==> src/rtl/instr_encode_loader.sv <==
// Encodes R/M-format instruction field sets into 32-bit words, buffers them in a
// small FIFO and streams them into instruction memory, one write per cycle.
module instr_encode_loader #(
    parameter int MEM_AW     = 8,
    parameter int FIFO_DEPTH = 4
) (
    input  logic              clk,
    input  logic              rst,
    input  logic              start,
    input  logic              in_valid,
    output logic              in_ready,
    input  logic [3:0]        opcode,
    input  logic [7:0]        A,
    input  logic [7:0]        B,
    input  logic [2:0]        Addr1,
    input  logic [2:0]        Addr2,
    input  logic [7:0]        Data1,
    input  logic [7:0]        Data2,
    output logic              mem_we,
    output logic [MEM_AW-1:0] mem_addr,
    output logic [31:0]       mem_wdata,
    output logic              done,
    output logic              overflow,
    output logic [MEM_AW:0]   count
);

    // FIFO_DEPTH is expected to be a power of two, at least 2.
    localparam int PTR_W = $clog2(FIFO_DEPTH);
    localparam logic [MEM_AW:0] NWORDS   = {1'b1, {MEM_AW{1'b0}}};
    localparam logic [MEM_AW:0] LAST_IDX = {1'b0, {MEM_AW{1'b1}}};
    localparam logic [3:0]      END_OP   = 4'hF;

    typedef enum logic [1:0] {
        ST_IDLE,
        ST_LOAD,
        ST_DRAIN,
        ST_DONE
    } state_t;

    state_t            state_reg;
    logic [31:0]       fifo_mem [FIFO_DEPTH];
    logic [PTR_W:0]    wr_ptr_reg;
    logic [PTR_W:0]    rd_ptr_reg;
    logic [MEM_AW:0]   acc_reg;
    logic [MEM_AW:0]   wptr_reg;
    logic              mem_we_reg;
    logic [MEM_AW-1:0] mem_addr_reg;
    logic [31:0]       mem_wdata_reg;
    logic              done_reg;
    logic              overflow_reg;
    logic              final_reg;
    logic              final_end_reg;

    logic [31:0]       enc_word;
    logic              fifo_empty;
    logic              fifo_full;
    logic              active;
    logic              push;
    logic              pop;
    logic [31:0]       head_word;

    always_comb begin
        enc_word      = '0;
        enc_word[3:0] = opcode;
        if (!opcode[3]) begin
            enc_word[11:4]  = A;
            enc_word[19:12] = B;
        end else begin
            enc_word[6:4]   = Addr1;
            enc_word[14:7]  = Data1;
            enc_word[17:15] = Addr2;
            enc_word[25:18] = Data2;
        end
    end

    assign fifo_empty = (wr_ptr_reg == rd_ptr_reg);
    assign fifo_full  = (wr_ptr_reg[PTR_W] != rd_ptr_reg[PTR_W]) &&
                        (wr_ptr_reg[PTR_W-1:0] == rd_ptr_reg[PTR_W-1:0]);
    assign active     = (state_reg == ST_LOAD) || (state_reg == ST_DRAIN);

    assign in_ready   = (state_reg == ST_LOAD) && !fifo_full && (acc_reg < NWORDS);
    assign push       = in_valid && in_ready;
    // Once the final word has been issued nothing else may leave the FIFO.
    assign pop        = active && !fifo_empty && !final_reg;
    assign head_word  = fifo_mem[rd_ptr_reg[PTR_W-1:0]];

    // Storage array kept free of reset so it maps onto distributed/block RAM.
    always_ff @(posedge clk) begin
        if (push) begin
            fifo_mem[wr_ptr_reg[PTR_W-1:0]] <= enc_word;
        end
    end

    always_ff @(posedge clk) begin
        if (rst) begin
            state_reg     <= ST_IDLE;
            wr_ptr_reg    <= '0;
            rd_ptr_reg    <= '0;
            acc_reg       <= '0;
            wptr_reg      <= '0;
            mem_we_reg    <= 1'b0;
            mem_addr_reg  <= '0;
            mem_wdata_reg <= '0;
            done_reg      <= 1'b0;
            overflow_reg  <= 1'b0;
            final_reg     <= 1'b0;
            final_end_reg <= 1'b0;
        end else begin
            mem_we_reg <= 1'b0;
            case (state_reg)
                ST_IDLE, ST_DONE: begin
                    if (start) begin
                        state_reg     <= ST_LOAD;
                        wr_ptr_reg    <= '0;
                        rd_ptr_reg    <= '0;
                        acc_reg       <= '0;
                        wptr_reg      <= '0;
                        done_reg      <= 1'b0;
                        overflow_reg  <= 1'b0;
                        final_reg     <= 1'b0;
                        final_end_reg <= 1'b0;
                    end
                end
                ST_LOAD, ST_DRAIN: begin
                    if (push) begin
                        wr_ptr_reg <= wr_ptr_reg + 1'b1;
                        acc_reg    <= acc_reg + 1'b1;
                        if (opcode == END_OP || acc_reg == LAST_IDX) begin
                            state_reg <= ST_DRAIN;
                        end
                    end
                    if (final_reg) begin
                        state_reg    <= ST_DONE;
                        done_reg     <= 1'b1;
                        overflow_reg <= !final_end_reg;
                        final_reg    <= 1'b0;
                    end else if (pop) begin
                        mem_we_reg    <= 1'b1;
                        mem_addr_reg  <= wptr_reg[MEM_AW-1:0];
                        mem_wdata_reg <= head_word;
                        rd_ptr_reg    <= rd_ptr_reg + 1'b1;
                        wptr_reg      <= wptr_reg + 1'b1;
                        if (head_word[3:0] == END_OP || wptr_reg == LAST_IDX) begin
                            final_reg     <= 1'b1;
                            final_end_reg <= (head_word[3:0] == END_OP);
                        end
                    end
                end
                default: state_reg <= ST_IDLE;
            endcase
        end
    end

    assign mem_we    = mem_we_reg;
    assign mem_addr  = mem_addr_reg;
    assign mem_wdata = mem_wdata_reg;
    assign done      = done_reg;
    assign overflow  = overflow_reg;
    assign count     = wptr_reg;

endmodule

==> config.mk <==
export PLATFORM = sky130hd
export DESIGN_NAME = instr_encode_loader
export DESIGN_NICKNAME = d
export VERILOG_FILES = /design/src/rtl/instr_encode_loader.sv
export SDC_FILE = /design/constraint.sdc
export NUM_CORES = 1
export LEC_CHECK = 0
export ABC_AREA = 1
export CORE_MARGIN = 2
export CORE_UTILIZATION = 59
export CTS_CLUSTER_SIZE = 10
export DETAILED_ROUTE_END_ITERATION = 8
export PLACE_DENSITY = 0.85
export SLEW_MARGIN = 20
export SYNTH_ARGS = -nofsm -noshare
export SYNTH_HDL_FRONTEND = slang
export SYNTH_SLANG_ARGS = --single-unit
==> constraint.sdc <==
create_clock -name clk -period 5.2 [get_ports clk]
set_input_delay 1.3 -clock clk [delete_from_list [all_inputs] [get_ports clk]]
set_output_delay 1.3 -clock clk [all_outputs]
set_load 0.05 [all_outputs]
==> flow_summary.toml <==
[run_status]
status = "finished, violations left"
violations = "design-rule violations"

[worst_setup_path]
crit_start = "state_reg[1]$_SDFFE_PP0P_"
reg2reg_depth = 9
reg2reg_slack_ps = 2260
worstPathRequired_ps = 3900
setup.worst_path.class = "flip-flop to output port"
slowest_delay_ps = 810
arrival_ps = 2150
cp-start-kind = "flip-flop"
end_kind = "output port"
crit_chain = "inv_1, ha_1, inv_1, nor2_1, nand2_1, inv_1, clkdlybuf4s50_1"
crit_fanout = 3
cp_common_cell = "inv_1"
regToRegEndpoint = "final_end_reg$_SDFFE_PP0P_"
cpMaxStageDelayCell = "clkdlybuf4s50_1"

[place]
postPlaceCellArea_um2 = 7930
placedCellCount = 882
portBuffers = 92
place_ws_ps = 1910
gp_congestion = 0.780
place_hpwl_um = 9470

[clock_network]
insertion_delay_ps = 440
htree_levels = 4
cts_hold_buffers = 0
cts_resized = 0
cts_tree = "built"
clockBufferDepth = 2
cts_buffers = 17
post-cts-setup-buffers = 0
clock-root-buffer = "clkbuf_16"
clk_pin_slew_worst_paths_ps = 60
cts.sinks = 171

[logic_synthesis]
async_reset_ff_share_pct = 0
synth_top_family_by_area = "simple AND/OR/NAND/NOR gates"
yosys.area_share.simple_pct = 13.8
synth_area_um2 = 7010
synth-xor-area-share_pct = 1.50
synth_top_cells_by_area = "edfxtp_1 45%, dfxtp_1 19%, nor2_1 7.1%, o21ai_0 5.9%, nand2_1 3.6%"
synthDistinctLibCells = 27
synth_mux_area_share_pct = 2.57
synth_edf_count = 104
ys_seq_area_share_pct = 63.6
synth_compound_area_share_pct = 10.7
synth_seq_cells = 171
yosys.area_share.adder_pct = 1.78
synthTopCellsByCount = "133 x nor2_1, 104 x edfxtp_1, 82 x o21ai_0, 68 x nand2_1, 67 x dfxtp_1"
synth.most_common_cell = "nor2_1"
netlist_instances = 679
synth_top_area_share_pct = 44.5
synth_top_area_cell = "edfxtp_1"
synth_ff_type = "edfxtp_1"
yosys_warnings = 0
syn_area_per_cell_um2 = 10.3

[finish]
postLayoutCellArea_um2 = 8530
filler_cell_count = 738
nets = 814
fin_cells = 914
area_delta_synth_final_pct = 21.6
drive_gt1_share_pct = 8.04
insertedDiodeCount = 0
largest_reg_flops = 104
post-route-util_pct = 74.1

[timing]
fin_ws_ps = 1750
clock_skew_ps = 11.7
max_freq_ghz = 0.290
slew_violations = 0
setup_viol = 0
tns_ps = 0
slew_headroom_pct = 25.8
worst_slew_pin_slew_ps = 1110
rsz0062_at_grt = "no"
period_share_pct = 66.4
hold_ws_ps = 470
hold_viol = 0
fin_crit_ps = 3450

[route]
wl_per_cell_um = 17.5
via_count = 5265
via_per_inst = 5.76
drc = 6
drt_first_iter_violations = 672
routed_wl_um = 16000
firstDrtPassIters = 8
drtAntennaViolNets = 0

[power]
leakagePower_nw = 3.05
p_per_area_nw_per_um2 = 362
ir_drop_uv = 305
total_power_mw = 3.09

[min_path]
hp-start = "acc_reg[2]$_SDFFE_PP0P_"
min_path_cells = 2
hold_path.class = "flip-flop to flip-flop"
min_to = "acc_reg[2]$_SDFFE_PP0P_"

[global_route]
grt_pass1_wl_um = 25600
grt_pass1_vias = 5358
track_usage_pct = 25.9
grt_start_max_net_pins = 54
antenna_found_initial = 0
overflow = 0

[floorplanning]
core.rowCount = 39
coreArea_um2 = 11500
start_util_pct = 60.9
pin_count = 99
dieHeight_um = 113
dieArea_um2 = 12800
die_width_um = 113

[flow_run]
maxCapViolCount = 0
worst max-delay path by stage:
| stage | end | slack [ps] |
|---|---|---|
| after CTS | in_ready | 1740 |
| final | in_ready | 1750 |
| after global routing | in_ready | 1680 |
| after detailed placement | mem_addr[5]$_SDFFE_PP0P_ | 1910 |
| after floorplan | fifo_mem[0][0]$_DFFE_PP_ | 2240 |
| after global placement | flip-flop | 1540 |
logic make-up (layout without fill, tap and decap cells):
kind of cell	count (synthesis)	after routing
AO/OA/AOI/OAI	144	144
XOR/XNOR	12	12
adder cells (fa/ha/maj)	10	10
buffers and inverters	85	172
flip-flops	171	171
multiplexers	16	16
other	1	6
AND/OR/NAND/NOR	240	240
metal layers:
metal	up-vias	share of wire, %	global-route usage (%)
met5	-	0	0
met4	0	2.1	10.9
met3	42	7.2	5.84
met2	264	51	44.7
met1	2492	40	31.7
li1	2467	-	-
power by group:
| group | switching [mW] | total, mW | internal, mW |
|---|---|---|---|
| clock network | 0.530 | 1.29 | 0.764 |
| registers | 0.0224 | 1.50 | 1.47 |
| logic | 0.198 | 0.300 | 0.102 |
| total | 0.750 | 3.09 | 2.34 |
worst max-delay path: cells and delay by family, from the launching register on:
| kind | cells | cell delay, ps |
|---|---|---|
| buffers and inverters | 4 | 1010 |
| flip-flops | 1 | 300 |
| AND/OR/NAND/NOR | 2 | 270 |
| adder cells (fa/ha/maj) | 1 | 150 |
layout by cell type, fill, tap and decap left out, types with 4 or more instances in the layout:
| cell type | n |
|---|---|
| a21oi_1 | 33 |
| buf_4 | 5 |
| clkbuf_16 | 17 |
| clkdlybuf4s50_1 | 92 |
| conb_1 | 6 |
| dfxtp_1 | 66 |
| edfxtp_1 | 104 |
| ha_1 | 10 |
| inv_1 | 40 |
| inv_6 | 4 |
| mux2_2 | 16 |
| nand2_1 | 68 |
| nand3_1 | 27 |
| nand4_1 | 4 |
| nor2_1 | 129 |
| nor2_2 | 4 |
| o21ai_0 | 82 |
| o21ai_1 | 5 |
| o22ai_1 | 23 |
| xnor2_1 | 4 |
| xor2_1 | 8 |
final cells by class:
class / instances / area (um2) / share of cell area [%]
Timing Repair Buffer: 97 / 958 / 11.2
Tap cell: 143 / 179 / 2.10
Multi-Input combinational cell: 428 / 2160 / 25.4
Clock buffer: 20 / 437 / 5.12
Inverter: 43 / 161 / 1.89
Sequential cell: 171 / 4470 / 52.4
Clock inverter: 12 / 164 / 1.92
(Power assumes the default switching activity.)
==> RTL change 1, RTL diff (config.mk and constraints unchanged) <==
The parameter `MEM_AW` goes from 8 to 7.
--- a/src/rtl/instr_encode_loader.sv
+++ b/src/rtl/instr_encode_loader.sv
@@ -1,7 +1,7 @@
 // Encodes R/M-format instruction field sets into 32-bit words, buffers them in a
 // small FIFO and streams them into instruction memory, one write per cycle.
 module instr_encode_loader #(
-    parameter int MEM_AW     = 8,
+    parameter int MEM_AW     = 7,
     parameter int FIFO_DEPTH = 4
 ) (
     input  logic              clk,
Interface: changed (resized count and mem_addr); port bits go from 99 to 97. No check against the original RTL was run, so the function may have changed too.
==> RTL change 1 against the original RTL <==
- count of clock-buffer cells in the layout down 3
- sequential cell count down 3
- clock power down 3%
- final area down 0.41%
- worst setup slack worse by 0.091 ns
- wire length down 0.97%
- combinational power up 5%
- hold slack worse by 0.011 ns
- via count down 0.11%
- synthesized area down 0.54%
- total power down 1.7%
- die area down 0.52%
==> RTL change 1: results <==
finish:
  antenna_cells: 0
  layout-drive-gt1-share_pct: 10.4
  nNetsFinal: 813
global_route:
  grt_usage_pct: 25.8
  use_met2_pct: 44.8
  use_met3_pct: 6.64
  antenna_found_initial: 0
  met1_usage_pct: 31.5
  grt_pass1_wl_mm: 25.3
  grt_pass1_vias: 5275
pwr:
  p_leak_nw: 3.03
  irDropWorstVdd_mv: 0.354
worst_hold_path:
  timing.hold.worst_path_depth: 2
  whs_endpoint: "done$_SDFFE_PP0P_"
  min_from: "done$_SDFFE_PP0P_"
placement:
  post-place-ws_ns: 1.93
  routabilityCongestion: 0.811
  hpwl_mm: 9.11
  port_buffers: 90
yosys:
  netlist_top_cells_count: "123 x nor2_1, 104 x edfxtp_1, 78 x nand2_1, 72 x o21ai_0, 64 x dfxtp_1"
  ys_top_cells_by_area: "edfxtp_1 45%, dfxtp_1 18%, nor2_1 6.6%"
  synth-seq-area-share_pct: 63.1
  ys_types: 31
  synth_ff_type: "edfxtp_1"
  yosys_warnings: 0
clock_network:
  postCtsSetupBuffers: 0
  numCtsBuffers: 17
  htreeDepth: 4
  path_clk_slew_ns: 0.06
routing:
  drt_iter0_markers: 636
  routed_wl_mm: 15.9
  via_count: 5259
  dr_wl_met2_mm: 8.18
  wirelength_met1_mm: 6.16
  drt_pass1_iterations: 5
  wl_met3_mm: 1.31
timing:
  fin_skew_ns: 0.00946
  slew-limit-headroom_pct: 26.7
  fin_hold_ws_ns: 0.459
critical_path:
  critPathSlowestCell: "clkdlybuf4s50_1"
  worst_r2r_endpoint: "mem_wdata[5]$_SDFFE_PP0P_"
  arrival_ns: 2.24
  r2r_slack_ns: 2.75
  cpPeakStageDelay_ns: 0.79
  reg2reg_depth: 5
outcome:
  status: "finished, final reports clean"
RTL change 1: area by class of cell:
cell class              count  area (µm²)
flip-flops and latches    168        4410
fillers                   765        2970
multi-input cells         427        2180
repair buffers             96         941
clock buffers              17         425
inverters                  49         189
well taps                 143         179
clock inverters            15         170
RTL change 1: logic make-up (layout without fill, tap and decap cells):
group / after synthesis / in the layout / synth area share, %
other: 1 / 6 / 0.0538
AO/OA/AOI/OAI: 140 / 140 / 10.5
multiplexers: 16 / 16 / 2.58
flip-flops: 168 / 168 / 63.1
XOR/XNOR: 4 / 4 / 0.502
adder cells (fa/ha/maj): 8 / 8 / 1.43
AND/OR/NAND/NOR: 253 / 253 / 15.8
buffers and inverters: 87 / 177 / 5.99
RTL change 1: per-stage QoR:
step / area, µm² / instances
after CTS: 8490 / 915
after global routing: 8490 / 915
final: 8490 / 915
after floorplan: 7000 / 682
after detailed placement: 7900 / 883
after global placement: 7900 / 883
RTL change 1: worst max-delay path, delay by kind of cell, from the launching register on:
family	cells	cell delay (ns)
adders and majority gates	1	0.13
buffers and inverters	4	0.94
DFF	1	0.31
and+or+nand+nor	2	0.43
RTL change 1: where the power goes:
group          total (mW)  switching, mW  internal, mW
Clock                1.25          0.537         0.717
Combinational       0.314          0.209         0.105
Sequential           1.47         0.0203          1.45
Total                3.04          0.766          2.27
RTL change 1: worst max-delay path by stage:
stage,startpoint,slack (ns),endpoint
after detailed placement,rst,1.93,flip-flop
after global placement,opcode[3],1.78,state_reg[0]$_SDFFE_PP0P_
after global routing,state_reg[1]$_SDFFE_PP0P_,1.51,in_ready
after floorplan,in_valid,2.26,fifo_mem[0][0]$_DFFE_PP_
after CTS,state_reg[1]$_SDFFE_PP0P_,1.62,in_ready
final,state_reg[1]$_SDFFE_PP0P_,1.66,in_ready
==> RTL change 2, RTL diff (same settings) <==
Without the edit above. Register the output `count` once more, with the module's reset; this adds one clock of latency there. The other outputs are not delayed to match.
--- a/src/rtl/instr_encode_loader.sv
+++ b/src/rtl/instr_encode_loader.sv
@@ -156,7 +156,13 @@
     assign mem_wdata = mem_wdata_reg;
     assign done      = done_reg;
     assign overflow  = overflow_reg;
-    assign count     = wptr_reg;
+    always_ff @(posedge clk) begin
+        if (rst) begin
+            count <= '0;
+        end else begin
+            count <= wptr_reg;
+        end
+    end
 
 endmodule
 
Check against the original RTL: not equivalent (Yosys sat finds a counterexample within 4 cycles, from zero or initial values and one cycle with rst high).
==> RTL change 2 against the original RTL <==
- register-to-register slack better by 0.17 ns
- sequential cell count is 9 higher
- die area is 3.8% higher
- clock skew is 0.0029 ns lower
- final area rose by 4.1%
- synthesized area rose by 4.0%
- global-route usage up 0.25 points
- worst setup slack got worse by 0.061 ns
- critical path depth unchanged
- wire length is 4.2% higher
Power is not compared: it rests on default switching activity, and its combinational part moved more than twofold at a synthesized area within 25%.
==> RTL change 2: results <==
finish:
  layout-drive-gt1-share_pct: 10.1
  layout.cells.non_filler: 961
  clkCellAreaFrac_pct: 6.99
  multi_input_area_share_pct: 25.3
  fill_cells: 804
  seq_share_pct: 52.3
  inv_count: 47
  area_growth_pct: 21.7
  nNetsFinal: 836
  seq_cells: 180
  nonClkBufAreaFrac_pct: 11.0
  buffers: 99
placement:
  post-place-ws_ns: 1.76
  routabilityCongestion: 0.825
  placed_area_um2: 8260
  dpl.cell_count: 929
worst_hold_path:
  timing.hold.worst_path_depth: 1
  min_from: "final_end_reg$_SDFFE_PP0P_"
  whs_endpoint: "overflow$_SDFFE_PP0P_"
yosys:
  syn_inst: 699
  ys_top_cells_by_area: "edfxtp_1 43%, dfxtp_1 21%, nor2_1 6.6%"
  synth-seq-area-share_pct: 63.7
  ys_types: 37
global_route:
  met1_usage_pct: 30.0
  grt_pass1_vias: 5463
  grt_pass1_wl_mm: 26.3
  grt_usage_pct: 26.2
  use_met2_pct: 46.8
  use_met3_pct: 6.64
routing:
  dr_wl_met2_mm: 8.80
  wirelength_met1_mm: 6.40
  drt_pass1_iterations: 6
  wl_met3_mm: 1.14
critical_path:
  arrival_ns: 2.21
  r2r_slack_ns: 2.43
  reg2reg_depth: 10
outcome:
  status: "finished, final reports clean"
timing:
  fin_skew_ns: 0.00878
RTL change 2: worst register-to-register path, cell delays in order, from the launching register on:
cell	delay (ns)
dfxtp_1	1.01
inv_1	0.73
nand3_1	0.27
nand2_1	0.11
nor2_1	0.17
nand2_1	0.09
nand2_2	0.07
nand2_2	0.05
nand2_1	0.09
nand2_1	0.06
nor2_2	0.07
RTL change 2: logic make-up (layout without fill, tap and decap cells):
logic type,count (synthesis),in the layout,synth area share [%]
muxes,16,16,2.47
xor gates and xnor gates,10,10,1.30
AOI/OAI and AO/OA,145,145,10.8
other,1,6,0.0514
buffers and inverters,89,178,5.99
and+or+nand+nor,248,248,14.0
adders and majority gates,10,10,1.72
DFF,180,180,63.7
RTL change 2: power by group through the flow:
stage | Combinational [mW] | Sequential, mW | Clock, mW
after global placement | 0.897 | 1.74 | 0
after global routing | 1.01 | 1.73 | 1.42
after CTS | 0.938 | 1.72 | 1.36
final | 0.943 | 1.72 | 1.35
after detailed placement | 0.929 | 1.75 | 0
after floorplan | 0.486 | 1.92 | 0
